### config.mk
export PLATFORM = sky130hd
export DESIGN_NAME = y86_seq_sequencer
export DESIGN_NICKNAME = d
export VERILOG_FILES = /design/src/rtl/y86_seq_sequencer.sv
export SDC_FILE = /design/constraint.sdc
export NUM_CORES = 1
export LEC_CHECK = 0
export ABC_AREA = 1
export BUFFER_PORTS_ARGS = -buffer_cell sky130_fd_sc_hd__clkbuf_2
export CAP_MARGIN = 25
export CORE_MARGIN = 3
export CORE_UTILIZATION = 38
export CTS_BUF_LIST = sky130_fd_sc_hd__clkbuf_8
export CTS_CLUSTER_DIAMETER = 50
export DETAILED_ROUTE_END_ITERATION = 12
export GPL_ROUTABILITY_DRIVEN = 0
export MAX_ROUTING_LAYER = met4
export PLACE_DENSITY = 0.59
export SLEW_MARGIN = 25
export SYNTH_ARGS = -nofsm -noshare
export SYNTH_HDL_FRONTEND = slang
export SYNTH_SLANG_ARGS = --single-unit
### constraint.sdc
create_clock -name CLK -period 4.4 [get_ports CLK]
set_input_delay 1.32 -clock CLK [delete_from_list [all_inputs] [get_ports CLK]]
set_output_delay 1.32 -clock CLK [all_outputs]
set_load 0.02 [all_outputs]
### src/rtl/y86_seq_sequencer.sv
// Six-stage multi-cycle sequencer for the Y86 core: owns PC, processor status and
// the retired-instruction count, and strobes each datapath stage in turn.
module y86_seq_sequencer #(
  parameter int unsigned         DATA_WID  = 32,
  parameter logic [DATA_WID-1:0] RESET_PC  = {DATA_WID{1'b0}},
  parameter int unsigned         COUNT_W   = 32,
  parameter int unsigned         TIMEOUT_W = 4
) (
  input  logic                CLK,
  input  logic                RST,
  input  logic                run,
  input  logic [3:0]          icode,
  input  logic                instr_valid,
  input  logic                imem_error,
  input  logic                mem_ack,
  input  logic                dmem_error,
  input  logic [DATA_WID-1:0] next_pc,
  output logic [DATA_WID-1:0] pc,
  output logic                fetch_en,
  output logic                decode_en,
  output logic                exec_en,
  output logic                mem_en,
  output logic                wb_en,
  output logic                pcupd_en,
  output logic                cc_we,
  output logic                mem_req,
  output logic [1:0]          stat,
  output logic                halted,
  output logic [COUNT_W-1:0]  retired
);

  typedef enum logic [2:0] {
    S_IDLE   = 3'd0,
    S_FETCH  = 3'd1,
    S_DECODE = 3'd2,
    S_EXEC   = 3'd3,
    S_MEM    = 3'd4,
    S_WB     = 3'd5,
    S_PCUPD  = 3'd6,
    S_HALT   = 3'd7
  } state_e;

  localparam logic [1:0] STAT_AOK = 2'd0;
  localparam logic [1:0] STAT_HLT = 2'd1;
  localparam logic [1:0] STAT_ADR = 2'd2;
  localparam logic [1:0] STAT_INS = 2'd3;

  localparam logic [3:0] IC_HALT = 4'h0;
  localparam logic [3:0] IC_OPQ  = 4'h6;

  localparam logic [TIMEOUT_W-1:0] TMO_LAST = {TIMEOUT_W{1'b1}};

  // rmmovq, mrmovq, call, ret, pushq and popq touch data memory
  function automatic logic needs_mem(input logic [3:0] ic);
    logic hit;
    case (ic)
      4'h4, 4'h5, 4'h8, 4'h9, 4'hA, 4'hB: hit = 1'b1;
      default:                            hit = 1'b0;
    endcase
    return hit;
  endfunction

  state_e               state_q, state_d;
  logic [DATA_WID-1:0]  pc_q, pc_d;
  logic [1:0]           stat_q, stat_d;
  logic [COUNT_W-1:0]   retired_q, retired_d;
  logic [TIMEOUT_W-1:0] tmo_q, tmo_d;
  logic [5:0]           stage_en_q, stage_en_d;
  logic                 mem_req_q, mem_req_d;
  logic                 cc_we_q, cc_we_d;
  logic                 halted_q, halted_d;

  // Stage transitions plus the architectural updates made on leaving each stage
  always_comb begin
    state_d   = state_q;
    pc_d      = pc_q;
    stat_d    = stat_q;
    retired_d = retired_q;
    tmo_d     = tmo_q;
    case (state_q)
      S_IDLE: begin
        if (run) state_d = S_FETCH;
        else     state_d = S_IDLE;
      end
      S_FETCH: begin
        if (imem_error) begin
          stat_d  = STAT_ADR;
          state_d = S_HALT;
        end else if (!instr_valid) begin
          stat_d  = STAT_INS;
          state_d = S_HALT;
        end else if (icode == IC_HALT) begin
          stat_d    = STAT_HLT;
          retired_d = retired_q + COUNT_W'(1);
          state_d   = S_HALT;
        end else begin
          state_d = S_DECODE;
        end
      end
      S_DECODE: state_d = S_EXEC;
      S_EXEC: begin
        tmo_d   = {TIMEOUT_W{1'b0}};
        state_d = S_MEM;
      end
      S_MEM: begin
        // An acknowledge in the final wait cycle takes precedence over the timeout
        if (!mem_req_q) begin
          state_d = S_WB;
        end else if (mem_ack) begin
          if (dmem_error) begin
            stat_d  = STAT_ADR;
            state_d = S_HALT;
          end else begin
            state_d = S_WB;
          end
        end else if (tmo_q == TMO_LAST) begin
          stat_d  = STAT_ADR;
          state_d = S_HALT;
        end else begin
          tmo_d   = tmo_q + TIMEOUT_W'(1);
          state_d = S_MEM;
        end
      end
      S_WB: state_d = S_PCUPD;
      S_PCUPD: begin
        pc_d      = next_pc;
        retired_d = retired_q + COUNT_W'(1);
        if (run) state_d = S_FETCH;
        else     state_d = S_IDLE;
      end
      S_HALT:  state_d = S_HALT;
      default: state_d = S_IDLE;
    endcase
  end

  // Output values for the state being entered, so the flops track the state exactly
  always_comb begin
    stage_en_d = 6'b000000;
    case (state_d)
      S_FETCH:  stage_en_d = 6'b100000;
      S_DECODE: stage_en_d = 6'b010000;
      S_EXEC:   stage_en_d = 6'b001000;
      S_MEM:    stage_en_d = 6'b000100;
      S_WB:     stage_en_d = 6'b000010;
      S_PCUPD:  stage_en_d = 6'b000001;
      default:  stage_en_d = 6'b000000;
    endcase
    mem_req_d = (state_d == S_MEM) && needs_mem(icode);
    cc_we_d   = (state_d == S_EXEC) && (icode == IC_OPQ);
    halted_d  = (state_d == S_HALT);
  end

  // Sequencer state and registered outputs
  always_ff @(posedge CLK or posedge RST) begin
    if (RST) begin
      state_q    <= S_IDLE;
      pc_q       <= RESET_PC;
      stat_q     <= STAT_AOK;
      retired_q  <= {COUNT_W{1'b0}};
      tmo_q      <= {TIMEOUT_W{1'b0}};
      stage_en_q <= 6'b000000;
      mem_req_q  <= 1'b0;
      cc_we_q    <= 1'b0;
      halted_q   <= 1'b0;
    end else begin
      state_q    <= state_d;
      pc_q       <= pc_d;
      stat_q     <= stat_d;
      retired_q  <= retired_d;
      tmo_q      <= tmo_d;
      stage_en_q <= stage_en_d;
      mem_req_q  <= mem_req_d;
      cc_we_q    <= cc_we_d;
      halted_q   <= halted_d;
    end
  end

  assign {fetch_en, decode_en, exec_en, mem_en, wb_en, pcupd_en} = stage_en_q;
  assign pc      = pc_q;
  assign stat    = stat_q;
  assign retired = retired_q;
  assign mem_req = mem_req_q;
  assign cc_we   = cc_we_q;
  assign halted  = halted_q;

endmodule

==> results of run 1 <==
## synth_stat cells, types with 4 or more instances
cell type and n:
nand3b_1 4, xor2_1 9, inv_1 44, o21ai_1 5
nor3_1 4, o21ai_0 6, nand2_1 300, clkbuf_1 6
nor2_1 75, nand3_1 23, dfrtp_1 82, a21oi_1 5
nand4_1 5, buf_4 4, inv_2 6
## routing by layer
metal  up-vias  track usage [%]
li1       2037                -
met1      1768             24.4
met4         0             5.91
met3        18             3.66
met5         -                -
met2       106             28.4
## placed cells by master (no fill, tap or decap), types with 3 or more instances in the layout
cell,synthesis,routed
nand2_2,3,3
o21ai_1,5,5
o21ai_0,6,6
nor3_1,4,4
nand3b_1,4,4
nand2_1,300,300
nand4_1,5,5
clkinv_2,0,3
nand3_1,23,23
inv_1,44,43
xor2_1,9,9
clkbuf_2,0,117
clkbuf_8,0,9
nor2_1,75,75
inv_2,6,6
dfrtp_1,82,82
a21oi_1,5,5
## final timing paths
| path | from | to | slack [ns] | cells past startpoint |
|---|---|---|---|---|
| hold / removal | pc[24] | pc[24] | 0.48 | 2 |
| hold reg to reg | pc[24] | pc[24] | 0.48 | 2 |
| min in group asynchronous | RST | pc[5] | 0.97 | 2 |
| setup reg to reg | state_q[0] | retired[2] | 1.62 | 8 |
| setup / recovery | state_q[0] | retired[2] | 1.62 | 8 |
| max in group asynchronous | RST | retired[31] | 2.41 | 3 |
## flip-flops by register name (all words and copies together) (netlist names)
signal and count:
pc 32, retired 32, stage_en_q 6, tmo_q 4
state_q 3, stat 2, cc_we 1, halted 1
mem_req 1
## cell families after synthesis
logic type	count (synthesis)	share of synthesized area, %
adders and majority gates	2	0.600
and+or+nand+nor	418	39.8
buffers and inverters	61	6.03
xor gates and xnor gates	10	2.10
AOI/OAI and AO/OA	18	2.28
DFF	82	49.2
## power by group through the flow
stage	clock network, mW	registers [mW]	logic [mW]
2_1_floorplan	0	1.36	0.529
3_3_place_gp	0	1.14	1.07
3_5_place_dp	0	1.14	1.11
4_1_cts	0.581	1.13	1.10
5_1_grt	0.618	1.16	1.22
6_report	0.563	1.13	1.09
## worst max-delay path, stage by stage, from the launching register on
cell and delay [ns]:
dfrtp_1 0.47, inv_2 0.10, nand2_2 0.09, nor2_4 0.59, inv_2 0.45, nand2_1 0.24
nand2_2 0.34, o21ai_0 0.29, nand2_1 0.07
## stage by stage
stage / setup slack [ns] / hold slack [ns] / power, mW / cells / area, µm²
global route: 1.26 / 0.496 / 3.00 / 850 / 5070
finish: 1.62 / 0.479 / 2.78 / 850 / 5070
floorplan: 0.972 / 0.475 / 1.89 / 591 / 4170
global placement: 1.62 / 0.459 / 2.22 / 834 / 4870
CTS: 1.57 / 0.480 / 2.82 / 850 / 5070
detailed placement: 1.55 / 0.458 / 2.25 / 834 / 4870
## layout make-up
class                      count  share of cell area, %
clock inverter                 7                   1.53
clock buffer                   9                   2.44
timing repair buffer         118                   11.7
tap                          136                   3.36
multi-input combinational    448                   36.8
sequential                    82                   40.5
inverter                      50                   3.73
==> results by group, run 1 <==
Finish
  – Utilization after layout: 48.3%
  – Final #Nets: 754
  – Number of fill cells in the layout: 1087
  – Share of cells above drive strength 1: 20.7%
  – N_diodes: 0
  – Syn-to-layout area delta: 21.6%
  – Register area: 0.00205 mm²
  – Multi-input gate area: 0.00187 mm²

Drt
  – DRT met1 WL: 5.07 mm
  – Highest routed layer: met4
  – DR WL met3: 538 µm
  – Residual DRC: 0
  – DRT antenna net count: 0
  – First-pass DRT Iterations: 4
  – Avg Vias per Cell: 4.62
  – Metal2 WL: 4.86 mm
  – Via count: 3929
  – Routed length per instance: 12.5 µm
  – Initial drt markers: 276
  – Wirelength, routed: 10.6 mm

Timing
  – Setup TNS: 0 ns
  – Slew HR: 49.2%
  – Final clock period utilization by the worst path: 63.3%
  – Worst Max-Slew Pin Slew: 0.760 ns
  – Worst-case clock skew: 0.00706 ns
  – Fin. max-slew vios: 0
  – Final setup viols: 0
  – RSZ-0062 raised after global routing: false
  – Final Hold Viols: 0
  – Fmax: 0.359 GHz
  – Fin crit period: 2.78 ns

CTS
  – H-tree lvl count: 3
  – Post-cts resize count: 0
  – Clock sink count: 82
  – CTS Buf Count: 9
  – Max Root-Sink Buffers: 2
  – # hold bufs at CTS: 0
  – Worst-Skew Late Latency: 0.35 ns
  – CTS root buf: clkbuf_8
  – Post-CTS setup repair buffer count: 0
  – Clock-pin slew on the worst setup and hold paths: 0.09 ns
  – TritonCTS clock tree: done

Floorplanning
  – Die Height: 111 µm
  – Die X: 111 µm
  – Core ar.: 0.0105 mm²
  – Die area: 0.0123 mm²
  – Initial Util: 39.7%
  – I/O Pins: 118
  – Row count: 37

Power
  – Sw Share: 43.9%
  – PD cells: 549 mW/mm²
  – Pleak: 2.79 nW
  – Peak supply drop: 0.349 mV
  – Power Internal: 1.56 mW
  – Clock share of power: 20.2%
  – Sequential Power Share: 40.6%
  – Comb power frac: 39.1%
  – Psw: 1.22 mW

Worst setup path
  – CP required: 4.64 ns
  – CP Capture Type: flop
  – WP data arrival: 3.03 ns
  – Setup crit start kind: flop
  – Crit path kind: reg2reg
  – Crit-path max FO: 34

Run status
  – Outcome: complete, no violations

Logic synthesis
  – Mapped Cells: 591
  – Ys Warns: 0
  – Synth unique cells: 23
  – Main synth FF type: dfrtp_1
  – Number of synthesized flops with an enable pin: 0
  – Post-synth top area cell: dfrtp_1
  – Net Count, Synth: 636
  – Mapped Area: 0.00417 mm²
  – Mean post-synth cell area: 7.05 µm²
  – Area share of the largest cell type after synthesis: 49.2%
  – Sequential area share after synthesis: 49.2%
  – Async S/R FF share, synth: 100%
  – FF+latch count, synth: 82
  – Top post-synthesis cells by area: dfrtp_1 (49%), nand2_1 (27%), nor2_1 (6.8%)

Place
  – IO Port Bufs: 117
  – Post-DP HPWL: 8.04 mm

Hold path
  – Hold crit path type: reg2reg

GRT
  – First-pass GRT wire length: 18.2 mm
  – Total grt overflow: 0
  – Pin count of the biggest net entering global routing: 51
  – Vias in the first global route: 3892
  – Initial antenna violation count: 0
  – GRT Util Overall: 18.4%

Run
  – Max cap viols: 0
(Power assumes the default switching activity.)
==> run 2: changes to the inputs <==
Clock period 4.4 ns to 2.7 ns, I/O delays scaled along.
==> results by group, run 2 (same netlist as run 1, synthesis figures left out) <==
Run status
  – Outcome: complete, no violations

Floorplanning
  – Die X: 111 µm (unchanged)
  – Die area: 0.0123 mm² (unchanged)
  – Die Height: 111 µm (unchanged)
  – Row count: 37 (unchanged)
  – Core ar.: 0.0105 mm² (unchanged)
  – Initial Util: 39.7% (unchanged)
  – I/O Pins: 118 (unchanged)

Drt
  – First-pass DRT Iterations: 4 (unchanged)
  – DRT antenna net count: 0 (unchanged)
  – Initial drt markers: 224 (-19%)
  – Routed length per instance: 12.5 µm (+0.34%)
  – Residual DRC: 0 (unchanged)
  – Wirelength, routed: 10.7 mm (+0.57%)
  – Avg Vias per Cell: 4.61 (-0.18%)
  – Via count: 3931 (+0.051%)

Power
  – Sw Share: 44.4% (+0.49 points)
  – Psw: 1.98 mW (+62%)
  – Power Internal: 2.48 mW (+59%)
  – Clock share of power: 18.9% (-1.3 points)
  – Total power: 4.47 mW (+60%)
  – Peak supply drop: 0.518 mV (+48%)
  – Pleak: 2.79 nW (unchanged)
  – Comb power frac: 39.9% (+0.8 points)
  – Sequential Power Share: 41.2% (+0.6 points)
  – PD cells: 879 mW/mm² (+60%)

CTS
  – # hold bufs at CTS: 0 (unchanged)
  – H-tree lvl count: 3 (unchanged)
  – Clock sink count: 82 (unchanged)
  – TritonCTS clock tree: done
  – Post-CTS setup repair buffer count: 0 (unchanged)
  – Clock-pin slew on the worst setup and hold paths: 0.09 ns (about the same)
  – CTS root buf: clkbuf_8
  – Worst-Skew Late Latency: 0.37 ns (+0.02 ns)
  – Max Root-Sink Buffers: 2 (unchanged)
  – CTS Buf Count: 9 (unchanged)
  – Post-cts resize count: 0 (unchanged)

GRT
  – First-pass GRT wire length: 18.0 mm (-1.5%)
  – Initial antenna violation count: 0 (unchanged)
  – Total grt overflow: 0 (unchanged)
  – Vias in the first global route: 3645 (-6.3%)
  – GRT Util Overall: 18.3% (-0.081 points)
  – Pin count of the biggest net entering global routing: 83 (+63%)

Timing
  – Slew HR: 60.9% (+12 points)
  – RSZ-0062 raised after global routing: false
  – Final setup viols: 0 (unchanged)
  – Fin. max-slew vios: 0 (unchanged)
  – Worst-case clock skew: 0.0164 ns (+0.00937 ns)
  – Final clock period utilization by the worst path: 76.9% (+14 points)
  – Fmax: 0.482 GHz (+34%)
  – Hold_ws: 0.477 ns (-0.00119 ns)
  – Worst setup margin: 0.624 ns (-0.991 ns)
  – Fin crit period: 2.08 ns (-0.709 ns)
  – Final Hold Viols: 0 (unchanged)
  – Worst Max-Slew Pin Slew: 0.585 ns (-0.175 ns)
  – Setup TNS: 0 ns (unchanged)

Finish
  – Design Area, Final: 0.00508 mm² (+0.17%)
  – Share of cells above drive strength 1: 20.8% (+0.082 points)
  – Number of fill cells in the layout: 1063 (-2.2%)
  – Commonest non-fill, non-tap cell in the layout: nand2_1
  – Commonest cells after routing, fill and taps aside: nand2_1 (300), clkbuf_2 (117), dfrtp_1 (82)
  – Utilization after layout: 48.3% (+0.083 points)
  – Syn-to-layout area delta: 21.8%
  – Final #Nets: 756 (+0.27%)
  – Post-Layout Cell Count: 852 (+0.24%)
  – N_diodes: 0 (unchanged)

Worst setup path
  – Reg2reg start: state_q[0]
  – Crit-path max FO: 33 (-2.9%)
  – CP Capture Type: flop
  – Crit-path cells: inv_2 > nand2_2 > nor2_4 > inv_2 > nand2_1 > nand2_2 > o21ai_0 > nand2_1
  – Critical path's largest stage delay: 0.48 ns (-0.11 ns)
  – WP data arrival: 2.38 ns (-0.65 ns)
  – Critical path's top delay family: simple AND/OR/NAND/NOR gates
  – CP Buf/Inv Count: 2 (unchanged)
  – Max stage delay cell, worst path: dfrtp_1
  – Setup crit start kind: flop
  – Crit path kind: reg2reg
  – CP Launch Point: state_q[0]
  – CP required: 3.00 ns (-1.64 ns)

Hold path
  – Hold crit path type: reg2reg
  – HP Start: pc[15]

Run
  – Max cap viols: 0 (unchanged)

Place
  – Place WS: 0.458 ns (-1.10 ns)
  – Placed Instance Area: 0.00490 mm² (+0.62%)
  – IO Port Bufs: 117 (unchanged)
  – Cells after DPL: 836 (+0.24%)
  – Post-DP HPWL: 7.89 mm (-1.9%)
-- run 2: path summary, 6_finish.rpt --
kind                                   end  slack (ns)  cells after the start
worst max-delay path            retired[9]        0.62                      8
worst min-delay path                pc[15]        0.48                      2
worst max register to register  retired[9]        0.62                      8
worst min register to register      pc[15]        0.48                      2
max in group asynchronous            cc_we        1.79                      3
min in group asynchronous           pc[29]        0.55                      3
-- run 2: routing by layer --
metal | global-route usage [%] | vias to the layer above | part of all wire, %
li1 | - | 2038 | -
met1 | 24.7 | 1775 | 48
met2 | 28.2 | 107 | 46
met3 | 2.89 | 11 | 4.8
met4 | 5.91 | 0 | 1.5
met5 | - | - | 0
-- run 2: power by group through the flow --
stage / logic, mW / registers, mW / clock network [mW]
after floorplan: 0.863 / 2.22 / 0
after global placement: 1.77 / 1.86 / 0
after detailed placement: 1.82 / 1.85 / 0
after CTS: 1.82 / 1.84 / 0.871
after global routing: 2.03 / 1.90 / 0.925
final: 1.78 / 1.84 / 0.844
-- run 2: area by class of cell --
cell class                 count  area (µm²)  share of cell area [%]
clock buffer                  10         138                    2.71
tap                          136         170                    3.35
sequential                    82        2050                    40.4
multi-input combinational    448        1870                    36.7
inverter                      50         191                    3.77
timing repair buffer         120         621                    12.2
clock inverter                 6        42.5                   0.837
-- run 2: worst register-to-register path, cell delays in order, from the launching register on --
cell and delay (ns):
dfrtp_1 0.48, inv_2 0.08, nand2_2 0.12, nor2_4 0.05, inv_2 0.39, nand2_1 0.19, nand2_2 0.45, o21ai_0 0.17
nand2_1 0.08
